**config.mk**
```make
export PLATFORM = sky130hd
export DESIGN_NAME = inst_fetch_queue
export DESIGN_NICKNAME = d
export VERILOG_FILES = /design/src/rtl/riscv_pkg.sv /design/src/rtl/sync_fifo.sv /design/src/rtl/inst_fetch_queue.sv
export SDC_FILE = /design/constraint.sdc
export NUM_CORES = 1
export LEC_CHECK = 0
export ABC_AREA = 1
export BUFFER_PORTS_ARGS = -buffer_cell sky130_fd_sc_hd__buf_2
export CAP_MARGIN = 10
export CORE_MARGIN = 1
export CORE_UTILIZATION = 58
export CTS_CLUSTER_DIAMETER = 120
export DETAILED_ROUTE_END_ITERATION = 6
export PLACE_DENSITY = 0.89
export SLEW_MARGIN = 40
export SYNTH_ARGS = -nofsm -noshare
export SYNTH_HDL_FRONTEND = slang
export SYNTH_SLANG_ARGS = --single-unit
```
**constraint.sdc**
```tcl
create_clock -name clk -period 4.49 [get_ports clk]
set_input_delay 0.6735 -clock clk [delete_from_list [all_inputs] [get_ports clk]]
set_output_delay 0.6735 -clock clk [all_outputs]
set_load 0.005 [all_outputs]
```
**src/rtl/riscv_pkg.sv**
```systemverilog
// Shared RV32 definitions for the fetch, decode and immediate-generator blocks.
package riscv_pkg;

    localparam int          XLEN             = 32;
    localparam logic [31:0] INST_NOP         = 32'h0000_0013;
    localparam logic [31:0] RESET_PC_DEFAULT = 32'h4000_0000;

    localparam logic [6:0] OPC_LOAD     = 7'h03;
    localparam logic [6:0] OPC_MISC_MEM = 7'h0F;
    localparam logic [6:0] OPC_OP_IMM   = 7'h13;
    localparam logic [6:0] OPC_AUIPC    = 7'h17;
    localparam logic [6:0] OPC_STORE    = 7'h23;
    localparam logic [6:0] OPC_OP       = 7'h33;
    localparam logic [6:0] OPC_LUI      = 7'h37;
    localparam logic [6:0] OPC_BRANCH   = 7'h63;
    localparam logic [6:0] OPC_JALR     = 7'h67;
    localparam logic [6:0] OPC_JAL      = 7'h6F;
    localparam logic [6:0] OPC_SYSTEM   = 7'h73;

    // One buffered fetch result: the word and the address it came from.
    typedef struct packed {
        logic [XLEN-1:0] inst;
        logic [XLEN-1:0] pc;
    } fetch_entry_t;

    function automatic logic [XLEN-1:0] word_align(input logic [XLEN-1:0] addr);
        return {addr[XLEN-1:2], 2'b00};
    endfunction

endpackage

```
**src/rtl/sync_fifo.sv**
```systemverilog
// Synchronous FIFO with registered storage and a combinational head read.
// clear has priority over push and pop; push with pop at full is allowed.
module sync_fifo #(
    parameter int WIDTH = 64,
    parameter int DEPTH = 4
) (
    input  logic                   clk,
    input  logic                   rst_n,
    input  logic                   push,
    input  logic                   pop,
    input  logic                   clear,
    input  logic [WIDTH-1:0]       wdata,
    output logic [WIDTH-1:0]       rdata,
    output logic                   full,
    output logic                   empty,
    output logic [$clog2(DEPTH):0] count
);

    localparam int AW = $clog2(DEPTH);

    logic [WIDTH-1:0] mem_q [DEPTH];
    logic [AW-1:0]    rd_ptr_q, rd_ptr_d;
    logic [AW-1:0]    wr_ptr_q, wr_ptr_d;
    logic [AW:0]      count_q, count_d;
    logic             do_push, do_pop;

    assign full  = (count_q == (AW+1)'(DEPTH));
    assign empty = (count_q == '0);
    assign count = count_q;
    assign rdata = mem_q[rd_ptr_q];

    always_comb begin
        do_push  = push && !clear && (!full || pop);
        do_pop   = pop && !clear && !empty;
        rd_ptr_d = rd_ptr_q;
        wr_ptr_d = wr_ptr_q;
        count_d  = count_q;
        if (clear) begin
            rd_ptr_d = '0;
            wr_ptr_d = '0;
            count_d  = '0;
        end else begin
            if (do_push) wr_ptr_d = wr_ptr_q + AW'(1);
            if (do_pop)  rd_ptr_d = rd_ptr_q + AW'(1);
            case ({do_push, do_pop})
                2'b10:   count_d = count_q + (AW+1)'(1);
                2'b01:   count_d = count_q - (AW+1)'(1);
                default: count_d = count_q;
            endcase
        end
    end

    always_ff @(posedge clk or negedge rst_n) begin
        if (!rst_n) begin
            rd_ptr_q <= '0;
            wr_ptr_q <= '0;
            count_q  <= '0;
        end else begin
            rd_ptr_q <= rd_ptr_d;
            wr_ptr_q <= wr_ptr_d;
            count_q  <= count_d;
        end
    end

    // Storage carries no reset; occupancy is tracked by count_q alone.
    always_ff @(posedge clk) begin
        if (do_push) mem_q[wr_ptr_q] <= wdata;
    end

    overflow_chk: assert property (@(posedge clk) disable iff (!rst_n)
        !(push && full && !pop && !clear));

endmodule

```
**src/rtl/inst_fetch_queue.sv**
```systemverilog
// Fetch stage: issues word addresses to IMEM, buffers {inst, pc} and hands them to decode.
// Optional FETCH_PERF_CNT_EN adds perf_fetched / perf_stall counters.
module inst_fetch_queue
    import riscv_pkg::*;
#(
    parameter int          DEPTH    = 4,
    parameter logic [31:0] RESET_PC = RESET_PC_DEFAULT
) (
    input  logic        clk,
    input  logic        rst_n,
    output logic        imem_en,
    output logic [31:0] imem_addr,
    input  logic [31:0] imem_rdata,
    input  logic        redirect_valid,
    input  logic [31:0] redirect_pc,
    output logic        dec_valid,
    input  logic        dec_ready,
    output logic [31:0] dec_inst,
    output logic [31:0] dec_pc
`ifdef FETCH_PERF_CNT_EN
    ,
    output logic [31:0] perf_fetched,
    output logic [31:0] perf_stall
`endif
);

    localparam int CW = $clog2(DEPTH) + 1;

    logic [31:0]  fetch_pc_q, fetch_pc_d;
    logic         pending_q, pending_d;
    logic [31:0]  pending_pc_q, pending_pc_d;

    logic         issue;
    logic         push, pop, clear;
    logic         fifo_full, fifo_empty;
    logic [CW-1:0] fifo_count;
    fetch_entry_t wr_entry, head_entry;

    // A slot is reserved for every outstanding read so a returning word always fits.
    always_comb begin
        issue        = !redirect_valid && !fifo_full &&
                       (int'(fifo_count) + int'(pending_q) + 1 <= DEPTH);
        fetch_pc_d   = fetch_pc_q;
        pending_d    = issue;
        pending_pc_d = pending_pc_q;
        if (redirect_valid) begin
            fetch_pc_d = word_align(redirect_pc);
        end else if (issue) begin
            fetch_pc_d   = fetch_pc_q + 32'd4;
            pending_pc_d = fetch_pc_q;
        end
    end

    always_ff @(posedge clk or negedge rst_n) begin
        if (!rst_n) begin
            fetch_pc_q   <= RESET_PC;
            pending_q    <= 1'b0;
            pending_pc_q <= '0;
        end else begin
            fetch_pc_q   <= fetch_pc_d;
            pending_q    <= pending_d;
            pending_pc_q <= pending_pc_d;
        end
    end

    assign imem_en   = issue && rst_n;
    assign imem_addr = fetch_pc_q;

    // A redirect discards the in-flight word and everything queued, and blocks the pop.
    assign clear         = redirect_valid;
    assign push          = pending_q && !redirect_valid;
    assign pop           = dec_valid && dec_ready && !redirect_valid;
    assign wr_entry.inst = imem_rdata;
    assign wr_entry.pc   = pending_pc_q;

    sync_fifo #(
        .WIDTH ($bits(fetch_entry_t)),
        .DEPTH (DEPTH)
    ) u_fifo (
        .clk   (clk),
        .rst_n (rst_n),
        .push  (push),
        .pop   (pop),
        .clear (clear),
        .wdata (wr_entry),
        .rdata (head_entry),
        .full  (fifo_full),
        .empty (fifo_empty),
        .count (fifo_count)
    );

    assign dec_valid = !fifo_empty;
    assign dec_inst  = dec_valid ? head_entry.inst : INST_NOP;
    assign dec_pc    = dec_valid ? head_entry.pc   : 32'd0;

`ifdef FETCH_PERF_CNT_EN
    logic [31:0] perf_fetched_q, perf_stall_q;

    always_ff @(posedge clk or negedge rst_n) begin
        if (!rst_n) begin
            perf_fetched_q <= '0;
            perf_stall_q   <= '0;
        end else begin
            if (push)                    perf_fetched_q <= perf_fetched_q + 32'd1;
            if (dec_ready && !dec_valid) perf_stall_q   <= perf_stall_q + 32'd1;
        end
    end

    assign perf_fetched = perf_fetched_q;
    assign perf_stall   = perf_stall_q;
`endif

endmodule

```
Word-level counts from Yosys, hierarchy flattened
Memory sizes are Yosys's and may differ from the RTL's.
Index checks and enable logic that the tools add are counted.
{"block": "word_totals", "regBits": 72, "ramBits": 256, "output_inout_bits": 98, "word_cells": 51, "mem_count": 1}
{"name": "u_fifo.mem_q", "depth": 4, "width": 64, "rd": 1, "rd_ports_with_merged_regs": 0, "write_ports": 1, "line_no": "sync_fifo.sv:21", "rtl": "logic [WIDTH-1:0] mem_q [DEPTH];"}
{"block": "op_classes", "add_sub_neg": 7, "n_lt_le_gt_ge": 1, "eq_ne": 3, "n_mux": 12, "bitwise": 1, "n_reduce_logical": 20}
{"cell": "two-way mux 32 bit", "n": 4}
{"cell": "adder 32 x 3 -> 32 bit (second input constant)", "n": 1}
{"cell": "logical AND 1 bit", "n": 10}
{"cell": "two-way mux 2 bit", "n": 4}
{"cell": "case mux 3 bit (2 select lines)", "n": 1}
{"cell": "nonzero test 2 bit", "n": 3}
{"cell": "adder 4 x 1 -> 5 bit (second input constant)", "n": 1}
{"cell": "<= comparator 5 x 3 -> 1 bit (second input constant)", "n": 1}
{"cell": "adder 2 x 1 -> 2 bit (second input constant)", "n": 2}
{"cell": "adder 3 x 1 -> 4 bit", "n": 1}
{"cell": "adder 3 x 1 -> 3 bit (second input constant)", "n": 1}
{"cell": "== test 3 bit (second input constant)", "n": 1}
{"cell": "zero test 1 bit", "n": 3}
{"cell": "zero test 3 bit", "n": 1}
{"cell": "two-way mux 3 bit", "n": 1}
{"cell": "nonzero test 3 bit", "n": 1}
{"cell": "subtractor 3 x 1 -> 3 bit (second input constant)", "n": 1}
{"cell": "== test 2 x 1 -> 1 bit (second input constant)", "n": 1}
{"cell": "== test 2 bit (second input constant)", "n": 1}
{"cell": "two-way mux 1 bit", "n": 2}
{"cell": "AND reduction 2 bit", "n": 1}
{"cell": "logical OR 1 bit", "n": 1}
{"cell": "NOT 1 bit", "n": 1}

Depth between registers and ports, before layout
Gate-level depths: netlist of the first run.
{"block": "depth", "ltp_word": 9, "depth_mapped": 14}

Modules after synthesis
From an unflattened synthesis of the first run, not the netlist that was laid out.
{"block": "hier_totals", "hier_cells": 1315, "area_unflattened_um2": 14061.0}
{"mod": "sync_fifo", "instances": 1, "cells_each": 685, "area_each_um2": 10024.6, "seq_area_each_um2": 7862.5}
{"mod": "inst_fetch_queue", "instances": 1, "cells_each": 630, "area_each_um2": 4036.4, "seq_area_each_um2": 1527.7}

Worst setup path after synthesis of the first run
No wires, ideal clock.
{"block": "synth_timing", "path_type": "input to register", "start": "input redirect_valid", "end": "memory u_fifo.mem_q[0][10], enable pin", "arrival_ps": 3697, "required_time_ps": 4008, "slack_ps": 311, "stages": 4, "cell_sequence": "buf_2 nor2_1 nand2_2 nor2_1"}
{"block": "synth_between", "elab_chain_len": 6, "word_cells_on_any_way": 8}
{"element": "from (decl)", "line_no": "inst_fetch_queue.sv:14", "rtl": "input logic redirect_valid,"}
{"element": "zero test 1 bit (*)", "line_no": "sync_fifo.sv:33, inst_fetch_queue.sv:71, inst_fetch_queue.sv:72"}
{"element": "logical AND 1 bit, on equally long branches", "line_no": "inst_fetch_queue.sv:71, inst_fetch_queue.sv:72"}
{"element": "logical AND 1 bit / logical OR 1 bit (equally long branches)", "line_no": "sync_fifo.sv:33", "rtl": "do_push = push && !clear && (!full || pop);"}
{"element": "logical AND 1 bit (*)", "line_no": "sync_fifo.sv:33"}
{"element": "two-way mux 1 bit (*)", "line_no": "sync_fifo.sv:67", "rtl": "if (do_push) mem_q[wr_ptr_q] <= wdata;"}
{"element": "two-way mux 1 bit (not written as such) (*)", "line_no": "sync_fifo.sv:67"}
{"element": "to (decl)", "line_no": "sync_fifo.sv:21"}
Every way passes the cells marked *; elsewhere a longest branch is shown, timed or not.

Final worst setup path of the first run
{"block": "layout_timing", "start": "register u_fifo.rd_ptr_q[0]", "end": "output dec_inst[1]"}
{"block": "layout_between", "elab_chain_len": 2}
{"element": "from (decl)", "line_no": "sync_fifo.sv:22", "rtl": "logic [AW-1:0] rd_ptr_q, rd_ptr_d;"}
{"element": "from (signal assigned)", "line_no": "sync_fifo.sv:59", "rtl": "rd_ptr_q <= rd_ptr_d;"}
{"element": "memory read (4 x 64 bit)"}
{"element": "two-way mux 32 bit", "line_no": "inst_fetch_queue.sv:93", "rtl": "assign dec_inst = dec_valid ? head_entry.inst : INST_NOP;"}
{"element": "to (decl)", "line_no": "inst_fetch_queue.sv:18", "rtl": "output logic [31:0] dec_inst,"}
Every way passes these cells.

==> results.ini, run 1 <==
[logic_synthesis]
synth_commonest_cells = sky130_fd_sc_hd__nor2_1 (295), sky130_fd_sc_hd__edfxtp_1 (248), sky130_fd_sc_hd__nand2_1 (246)
synth_flop_cell = sky130_fd_sc_hd__edfxtp_1
async_flop_share = 0.215
synth_seq_area_share = 0.669
synth_area_leader_cell = sky130_fd_sc_hd__edfxtp_1
ys_top_cells_by_area = sky130_fd_sc_hd__edfxtp_1 (54%), sky130_fd_sc_hd__dfrtp_1 (12%), sky130_fd_sc_hd__nor2_1 (8.1%)
number_of_enable_type_register_cells_in_the_synthesized_netlist = 248
synthMostInstantiatedCell = sky130_fd_sc_hd__nor2_1
synth.yosys.warnings = 0
post_synth_inst_count = 1322
syn_area_um2 = 13700
ys_seq_elements = 316
ys_types = 33
synth_top_area_share = 0.544
syn_area_per_cell_um2 = 10.4

[timing]
layout_min_cycle_time_ns = 3.69
worst_slew_pin_slew_ns = 0.773
tns_ns = 0
layout_setup_ws_ns = 0.797
fin_skew_ns = 0.00830
slew-limit-headroom = 0.484
clock.fmax_mhz = 271
finalSetupViolations = 0
slew_viol_final = 0
hold_viol_final = 0
rsz_0062_raised_after_global_routing = no
final.period_utilization = 0.822

[layout]
layout-drive-gt1-share = 0.181
final_net_count = 1536
area_delta_synth_final_pct = 15.0
final_cell_area_um2 = 15700
antenna-diode-count = 0
num-fill-cells = 1597

[setup_path]
timing.setup.critical_path_class = reg2out
crit_path_max_fanout = 74
timing.rr.start = u_fifo.count[0]
timing.critical_path.from_type = register
kind_of_end_point_of_the_critical_path = primary output
crit_arrival_ns = 3.02
crit_start = u_fifo.rd_ptr_q[0]
critPathRequiredTime_ns = 3.82

[clocking]
cts_root_buffer = sky130_fd_sc_hd__clkbuf_16
clock_sinks = 316
post_cts_hold_buffer_count = 0
clk_transition_reported_paths_ns = 0.06
post_cts_resize_count = 0
post_cts.repair.setup_buffers = 0
clkLatencyLatePin_ns = 0.55
clock_tree.htree_level_count = 1
cts_inserted_buffers = 30
cts_tree = built
clock_tree.buffer_depth = 3

[run]
number_of_maximum_capacitance_constraint_violations = 0

[floorplan]
die-area_um2 = 24200
core_box_area_um2 = 22900
top_level_ports = 166
core.rowCount = 55
initial_utilization = 0.597
floorplan.die.height_um = 156
die_width_um = 156

[global_routing]
pin_count_of_the_biggest_net_entering_global_routing = 75
global_route.usage.met1 = 0.326
grtUsageMet2 = 0.427
grtUsageTotal = 0.249
antenna_found_initial = 1
grt_pass1_wl_um = 46800
grt.busiest_layer = met2
grt_overflow = 0
use_met3 = 0.0358
number_of_global_route_vias_before_repair = 9339

[detailed_routing]
vias_per_cell = 5.49
route.detailed.wl_per_inst_um = 16.8
antenna_violating_nets_post_route = 0
postRouteWirelength_um = 30200
drt_pre_antenna_iters = 5
detail_route.iter0.violations = 895
drc = 0
via_count = 9874

[placement]
placer_congestion = 0.870
post_detailed_placement_cell_area_um2 = 14700
port-buffer-count = 159
pre_cts_slack_ns = 1.41
detailed_placement_wirelength_estimate_um = 18100

[run_status]
run_status = completed

[power]
vdd.ir_drop.worst_mv = 0.358
p_leak_nw = 6.31
power_density_nw_per_um2 = 648

[min_path]
hold_path.class = in2async

## routing by layer
layer  up-vias  share of wire
met2       431           0.49
met5         -        0.00043
met1      4652           0.41
li1       4715              -
met4         2          0.030
met3        74          0.072
## cells in the final DEF, fill, tap and decap left out, drive strengths merged
master,count
o311ai,3
inv,66
clkinvlp,2
dfrtp,67
conb,4
a21oi,62
bufinv,6
clkinv,15
clkbuf,36
xor2,4
edfxtp,248
nand2,257
ha,7
nor2,311
buf,172
nand3,59
nand4,3
dfstp,1
fa,1
xnor2,2
nand3b,1
o21ai,157
## cell type report
| class | count | area [um^2] | area share |
|---|---|---|---|
| flip-flops and latches | 316 | 9160 | 0.582 |
| multi-input cells | 871 | 3960 | 0.252 |
| repair buffers | 172 | 941 | 0.0598 |
| clock buffers | 36 | 773 | 0.0491 |
| well taps | 313 | 392 | 0.0249 |
| inverters | 69 | 262 | 0.0166 |
| clock inverters | 20 | 253 | 0.0161 |
## worst paths after layout
kind                                       end  slack (ns)  depth (start not counted)
setup / recovery                   dec_inst[1]        0.80                          7
hold / removal                 pending_pc_q[2]        0.26                          2
setup reg to reg                 imem_addr[13]        1.76                         13
hold reg to reg            u_fifo.mem_q[1][26]        0.52                          0
max in group asynchronous   u_fifo.rd_ptr_q[0]        3.75                          2
min in group clk                  imem_addr[2]        0.34                          3
## sequential cells by signal, indices dropped and copies added, names as in the netlist
signal           flops
imem_addr           30
pending_pc_q        30
pending_q            1
u_fifo.count         3
u_fifo.mem_q       248
u_fifo.rd_ptr_q      2
u_fifo.wr_ptr_q      2
## where the power goes
part	total [W]	switching [W]	internal, W
clock	0.00261	0.00104	0.00157
sequential	0.00448	0.000584	0.00390
combinational	0.00311	0.00203	0.00108
## metrics by stage
step	util	hold WS, ns	instances	power, W
after floorplan	-	0.378	1325	0.00635
after global placement	0.641	0.488	1740	0.00744
after detailed placement	0.642	0.504	1741	0.00760
after CTS	0.687	0.311	1797	0.0102
after global routing	0.687	0.314	1797	0.0108
final	0.687	0.261	1797	0.0102
## cell families (layout without fill, tap and decap cells)
group / after synthesis / in the layout / share of synthesized area
other: 1 / 4 / 0.000274
DFF: 316 / 316 / 0.669
and+or+nand+nor: 631 / 631 / 0.192
buffers and inverters: 138 / 297 / 0.0448
adders and majority gates: 8 / 8 / 0.00786
AOI/OAI and AO/OA: 222 / 222 / 0.0820
xor gates and xnor gates: 6 / 6 / 0.00384
## worst max-delay path, cell delays in order, from the launching register on
cell	delay, ns
sky130_fd_sc_hd__dfrtp_4	0.73
sky130_fd_sc_hd__inv_2	0.67
sky130_fd_sc_hd__buf_12	0.34
sky130_fd_sc_hd__nor2_1	0.09
sky130_fd_sc_hd__nor2_1	0.14
sky130_fd_sc_hd__o21ai_0	0.15
sky130_fd_sc_hd__o311ai_1	0.15
sky130_fd_sc_hd__buf_2	0.19
Power figures use the tool's default switching activity.
==> inputs of run 2 (changes only) <==
- clock period: 4.49 -> 3.4 ns (I/O delays scaled with it)
==> results.ini, run 2 (synthesized netlist as in run 1, its figures left out) <==
[run_status]
run_status = completed

[detailed_routing]
route.detailed.wl_per_inst_um = 17.0
postRouteWirelength_um = 30600
vias_per_cell = 5.46
via_count = 9831
detail_route.iter0.violations = 901
drt_pre_antenna_iters = 5
antenna_violating_nets_post_route = 0
drc = 0

[global_routing]
use_met3 = 0.0386
grt.busiest_layer = met2
antenna_found_initial = 0
grt_overflow = 0
global_route.usage.met1 = 0.317
pin_count_of_the_biggest_net_entering_global_routing = 127
grtUsageMet2 = 0.440
grtUsageTotal = 0.251
number_of_global_route_vias_before_repair = 9586
grt_pass1_wl_um = 47500

[timing]
tns_ns = 0
clock.fmax_mhz = 334
slew_viol_final = 0
holdWs_ns = 0.0832
worst_slew_pin_slew_ns = 0.820
layout_min_cycle_time_ns = 3.00
hold_viol_final = 0
final.period_utilization = 0.881
fin_skew_ns = 0.00805
rsz_0062_raised_after_global_routing = no
finalSetupViolations = 0
slew-limit-headroom = 0.453

[clocking]
cts_inserted_buffers = 30
post_cts_hold_buffer_count = 0
clock_tree.buffer_depth = 3
clk_transition_reported_paths_ns = 0.07
post_cts.repair.setup_buffers = 0
clkLatencyLatePin_ns = 0.55
cts_root_buffer = sky130_fd_sc_hd__clkbuf_16
clock_tree.htree_level_count = 1
clock_sinks = 316
post_cts_resize_count = 0
cts_tree = built

[setup_path]
setup.reg_to_reg.worst_slack_ns = 1.01
timing.setup.critical_path_class = reg2out
timing.critical_path.max_delay_family = buffers and inverters
reg2reg_to = imem_addr[15]
kind_of_end_point_of_the_critical_path = primary output
crit_arrival_ns = 2.49
crit_slowest_cell = sky130_fd_sc_hd__clkinv_2
critPathMaxStageDelay_ns = 0.55
buf_inv_on_cp = 3
timing.rr.start = u_fifo.count[0]
timing.critical_path.from_type = register
crit_path_max_fanout = 44
timing.critical_path.cells = clkinv_2 -> buf_4 -> nor2_1 -> o21ai_0 -> a21oi_1 -> buf_2
critPathRequiredTime_ns = 2.89
rr_worst_depth = 13

[floorplan]
die-area_um2 = 24200
floorplan.die.height_um = 156
core.rowCount = 55
initial_utilization = 0.597
top_level_ports = 166
core_box_area_um2 = 22900
die_width_um = 156

[placement]
post_detailed_placement_cell_area_um2 = 14800
detailed_placement_wirelength_estimate_um = 18900
placer_congestion = 0.863
port-buffer-count = 159
place_inst = 1747

[layout]
final_cell_area_um2 = 15800
largest_reg_flops = 248
layout_common_cells = sky130_fd_sc_hd__nor2_1 (291), sky130_fd_sc_hd__edfxtp_1 (248), sky130_fd_sc_hd__nand2_1 (246)
num-fill-cells = 1611
largest-register = u_fifo.mem_q
final-seq-area_um2 = 9160
finalNonFillerCells = 1802
area_delta_synth_final_pct = 15.5
multiInputGateArea_um2 = 3960
layout-drive-gt1-share = 0.186
final_net_count = 1542
commonest_non_fill_non_tap_cell_in_the_layout = sky130_fd_sc_hd__nor2_1

[power]
vdd.ir_drop.worst_mv = 0.488
power_density_nw_per_um2 = 846
p_leak_nw = 6.34

[run]
number_of_maximum_capacitance_constraint_violations = 0

[min_path]
hold_path.class = in2async

run 2: worst max path at each step:
stage	start	endpoint	slack, ns	depth (start not counted)
2_1_floorplan	redirect_valid	u_fifo.mem_q[0][10]	-0.62	4
3_3_place_gp	redirect_valid	u_fifo.mem_q[1][57]	1.01	5
3_5_place_dp	redirect_valid	u_fifo.mem_q[1][57]	0.97	5
4_1_cts	u_fifo.count[0]	imem_en	0.46	10
5_1_grt	u_fifo.rd_ptr_q[1]	dec_inst[13]	0.23	6
6_report	u_fifo.rd_ptr_q[1]	dec_inst[14]	0.40	6
run 2: metrics by stage:
step	total power, W	util	worst slack (ns)
floorplan	0.00839	-	-0.616
global placement	0.00994	0.647	1.01
detailed placement	0.0101	0.647	0.971
CTS	0.0134	0.689	0.461
global route	0.0142	0.690	0.229
finish	0.0134	0.690	0.403
run 2: power breakdown:
part / internal (W) / switching, W
Combinational: 0.00151 / 0.00278
Sequential: 0.00514 / 0.000704
Clock: 0.00187 / 0.00137
Total: 0.00852 / 0.00486
run 2: worst reg2reg max path, delay by kind of cell (launching register included):
kind	cells	cell delay (ns)
adders and majority gates	2	0.49
and+or+nand+nor	6	0.67
buffers and inverters	5	0.72
DFF	1	0.43
run 2: final cells by class:
class | instances | area share
antenna | 1 | 0.000158
clock buffer | 41 | 0.0527
clock inverter | 13 | 0.00839
inverter | 69 | 0.0165
multi-input combinational | 871 | 0.251
sequential | 316 | 0.579
tap | 313 | 0.0248
timing repair buffer | 178 | 0.0675
run 2: metal layers:
| layer | vias up | part of all wire |
|---|---|---|
| met5 | - | 0 |
| met4 | 0 | 0.029 |
| met3 | 58 | 0.072 |
| met2 | 400 | 0.50 |
| met1 | 4640 | 0.40 |
| li1 | 4733 | - |
==> inputs of run 3 (changes only) <==
- CORE_UTILIZATION: 58 -> 43
- PLACE_DENSITY: 0.89 -> 0.71
==> results.ini, run 3 (synthesized netlist as in run 1, its figures left out) <==
[floorplan]
top_level_ports = 166
initial_utilization = 0.443
core.rowCount = 64
core_box_area_um2 = 30900
die-area_um2 = 32500
floorplan.die.height_um = 180
die_width_um = 180

[setup_path]
critPathMaxStageDelay_ns = 0.71
timing.critical_path.from_type = register
setup.reg_to_reg.worst_slack_ns = 0.68
crit_path_max_fanout = 36
kind_of_end_point_of_the_critical_path = primary output
reg2reg_to = imem_addr[13]
crit_arrival_ns = 2.59
crit_slowest_cell = sky130_fd_sc_hd__dfrtp_2
buf_inv_on_cp = 3
rr_worst_depth = 13
timing.critical_path.cells = inv_2 -> buf_12 -> nor2_1 -> o21ai_0 -> a21oi_1 -> buf_2
timing.critical_path.max_delay_family = buffers and inverters
timing.setup.critical_path_class = reg2out
critPathRequiredTime_ns = 2.89
timing.rr.start = u_fifo.count[0]

[layout]
finalNonFillerCells = 1887
commonest_non_fill_non_tap_cell_in_the_layout = sky130_fd_sc_hd__nor2_1
final_cell_area_um2 = 16000
area_delta_synth_final_pct = 17.0
num-fill-cells = 2729
final_net_count = 1542
largest_reg_flops = 248
largest-register = u_fifo.mem_q
antenna-diode-count = 0
layout_common_cells = sky130_fd_sc_hd__nor2_1 (291), sky130_fd_sc_hd__edfxtp_1 (248), sky130_fd_sc_hd__nand2_1 (246)
layout-drive-gt1-share = 0.188

[detailed_routing]
route.detailed.wl_per_inst_um = 16.4
detail_route.iter0.violations = 756
drc = 0
antenna_violating_nets_post_route = 0
postRouteWirelength_um = 30900
drt_pre_antenna_iters = 7
via_count = 9554
vias_per_cell = 5.06

[clocking]
cts_inserted_buffers = 34
clock_tree.htree_level_count = 2
clk_transition_reported_paths_ns = 0.06
post_cts_hold_buffer_count = 0
post_cts_resize_count = 0
clkLatencyLatePin_ns = 0.50
clock_tree.buffer_depth = 3
clock_sinks = 316
cts_tree = built
post_cts.repair.setup_buffers = 0
cts_root_buffer = sky130_fd_sc_hd__clkbuf_16

[global_routing]
grtUsageTotal = 0.190
pin_count_of_the_biggest_net_entering_global_routing = 127
number_of_global_route_vias_before_repair = 9050
grt_overflow = 0
antenna_found_initial = 0
grt_pass1_wl_um = 48600

[power]
p_int_w = 0.00890
share_comb_of_total_power = 0.309
vdd.ir_drop.worst_mv = 0.462
sw_frac_of_total = 0.356
pwr-share-seq = 0.424
p_leak_nw = 6.40
power.clock.fraction = 0.267
total_switching_power_w = 0.00491
power_density_nw_per_um2 = 863

[min_path]
hold_path.class = in2async

[timing]
layout_setup_ws_ns = 0.297
layout_min_cycle_time_ns = 3.10
finalSetupViolations = 0
rsz_0062_raised_after_global_routing = no
clock.fmax_mhz = 322
hold_viol_final = 0
final.period_utilization = 0.913
slew-limit-headroom = 0.569
slew_viol_final = 0
fin_skew_ns = 0.0165
worst_slew_pin_slew_ns = 0.646

[placement]
detailed_placement_wirelength_estimate_um = 18400
place_inst = 1826
post_detailed_placement_cell_area_um2 = 14900
placer_congestion = 0.917
port-buffer-count = 159
pre_cts_slack_ns = 0.657

[run]
number_of_maximum_capacitance_constraint_violations = 0

[run_status]
run_status = completed

==> run 3: changes by cell type in the layout (fill, tap and decap cells not counted), moves of 2 or more <==
cell / before / now
sky130_fd_sc_hd__clkbuf_16: 31 / 35
sky130_fd_sc_hd__clkbuf_8: 2 / 0
sky130_fd_sc_hd__buf_4: 8 / 6
sky130_fd_sc_hd__buf_12: 10 / 8
sky130_fd_sc_hd__clkinv_2: 6 / 9
sky130_fd_sc_hd__bufinv_16: 2 / 5
sky130_fd_sc_hd__clkinvlp_4: 2 / 0
sky130_fd_sc_hd__clkbuf_1: 8 / 5
sky130_fd_sc_hd__clkinv_1: 5 / 8
==> run 3: cell type report <==
cell class | instances | area, um^2 | area share
sequential | 316 | 9160 | 0.572
multi-input combinational | 871 | 3960 | 0.247
timing repair buffer | 174 | 1010 | 0.0632
clock buffer | 40 | 895 | 0.0559
tap | 396 | 495 | 0.0309
inverter | 69 | 259 | 0.0162
clock inverter | 21 | 231 | 0.0145
==> run 3: stage by stage <==
step / hold slack, ns / total power, W / TNS [ns] / util
floorplan: 0.214 / 0.00839 / -152.72 / -
global placement: 0.492 / 0.0101 / 0 / 0.481
detailed placement: 0.506 / 0.0102 / 0 / 0.482
CTS: 0.164 / 0.0139 / 0 / 0.518
global route: 0.206 / 0.0147 / 0 / 0.518
finish: 0.144 / 0.0138 / 0 / 0.518
==> run 3: routing by layer <==
layer  up-vias  global-route usage  part of all wire
met5         -                   0                 0
met4         0              0.0609             0.023
met3        44              0.0267             0.053
met2       276               0.313              0.47
met1      4505               0.260              0.45
li1       4729                   -                 -
==> run 3: how the worst max path moves through the flow <==
stage / from / endpoint / slack [ns] / cells after the start
after CTS: u_fifo.rd_ptr_q[1] / dec_pc[15] / 0.27 / 6
final: u_fifo.rd_ptr_q[1] / dec_pc[17] / 0.30 / 6
after global placement: u_fifo.count[0] / imem_addr[15] / 0.74 / 13
after floorplan: redirect_valid / u_fifo.mem_q[0][10] / -0.62 / 4
after detailed placement: u_fifo.count[0] / imem_addr[14] / 0.66 / 13
after global routing: u_fifo.rd_ptr_q[1] / dec_pc[17] / 0.17 / 6
==> run 3: power groups by stage <==
stage          Clock (W)  Sequential, W  Combinational, W
2_1_floorplan          0        0.00570           0.00269
3_3_place_gp           0        0.00588           0.00424
3_5_place_dp           0        0.00591           0.00432
4_1_cts          0.00375        0.00584           0.00435
5_1_grt          0.00391        0.00595           0.00481
6_report         0.00368        0.00586           0.00427
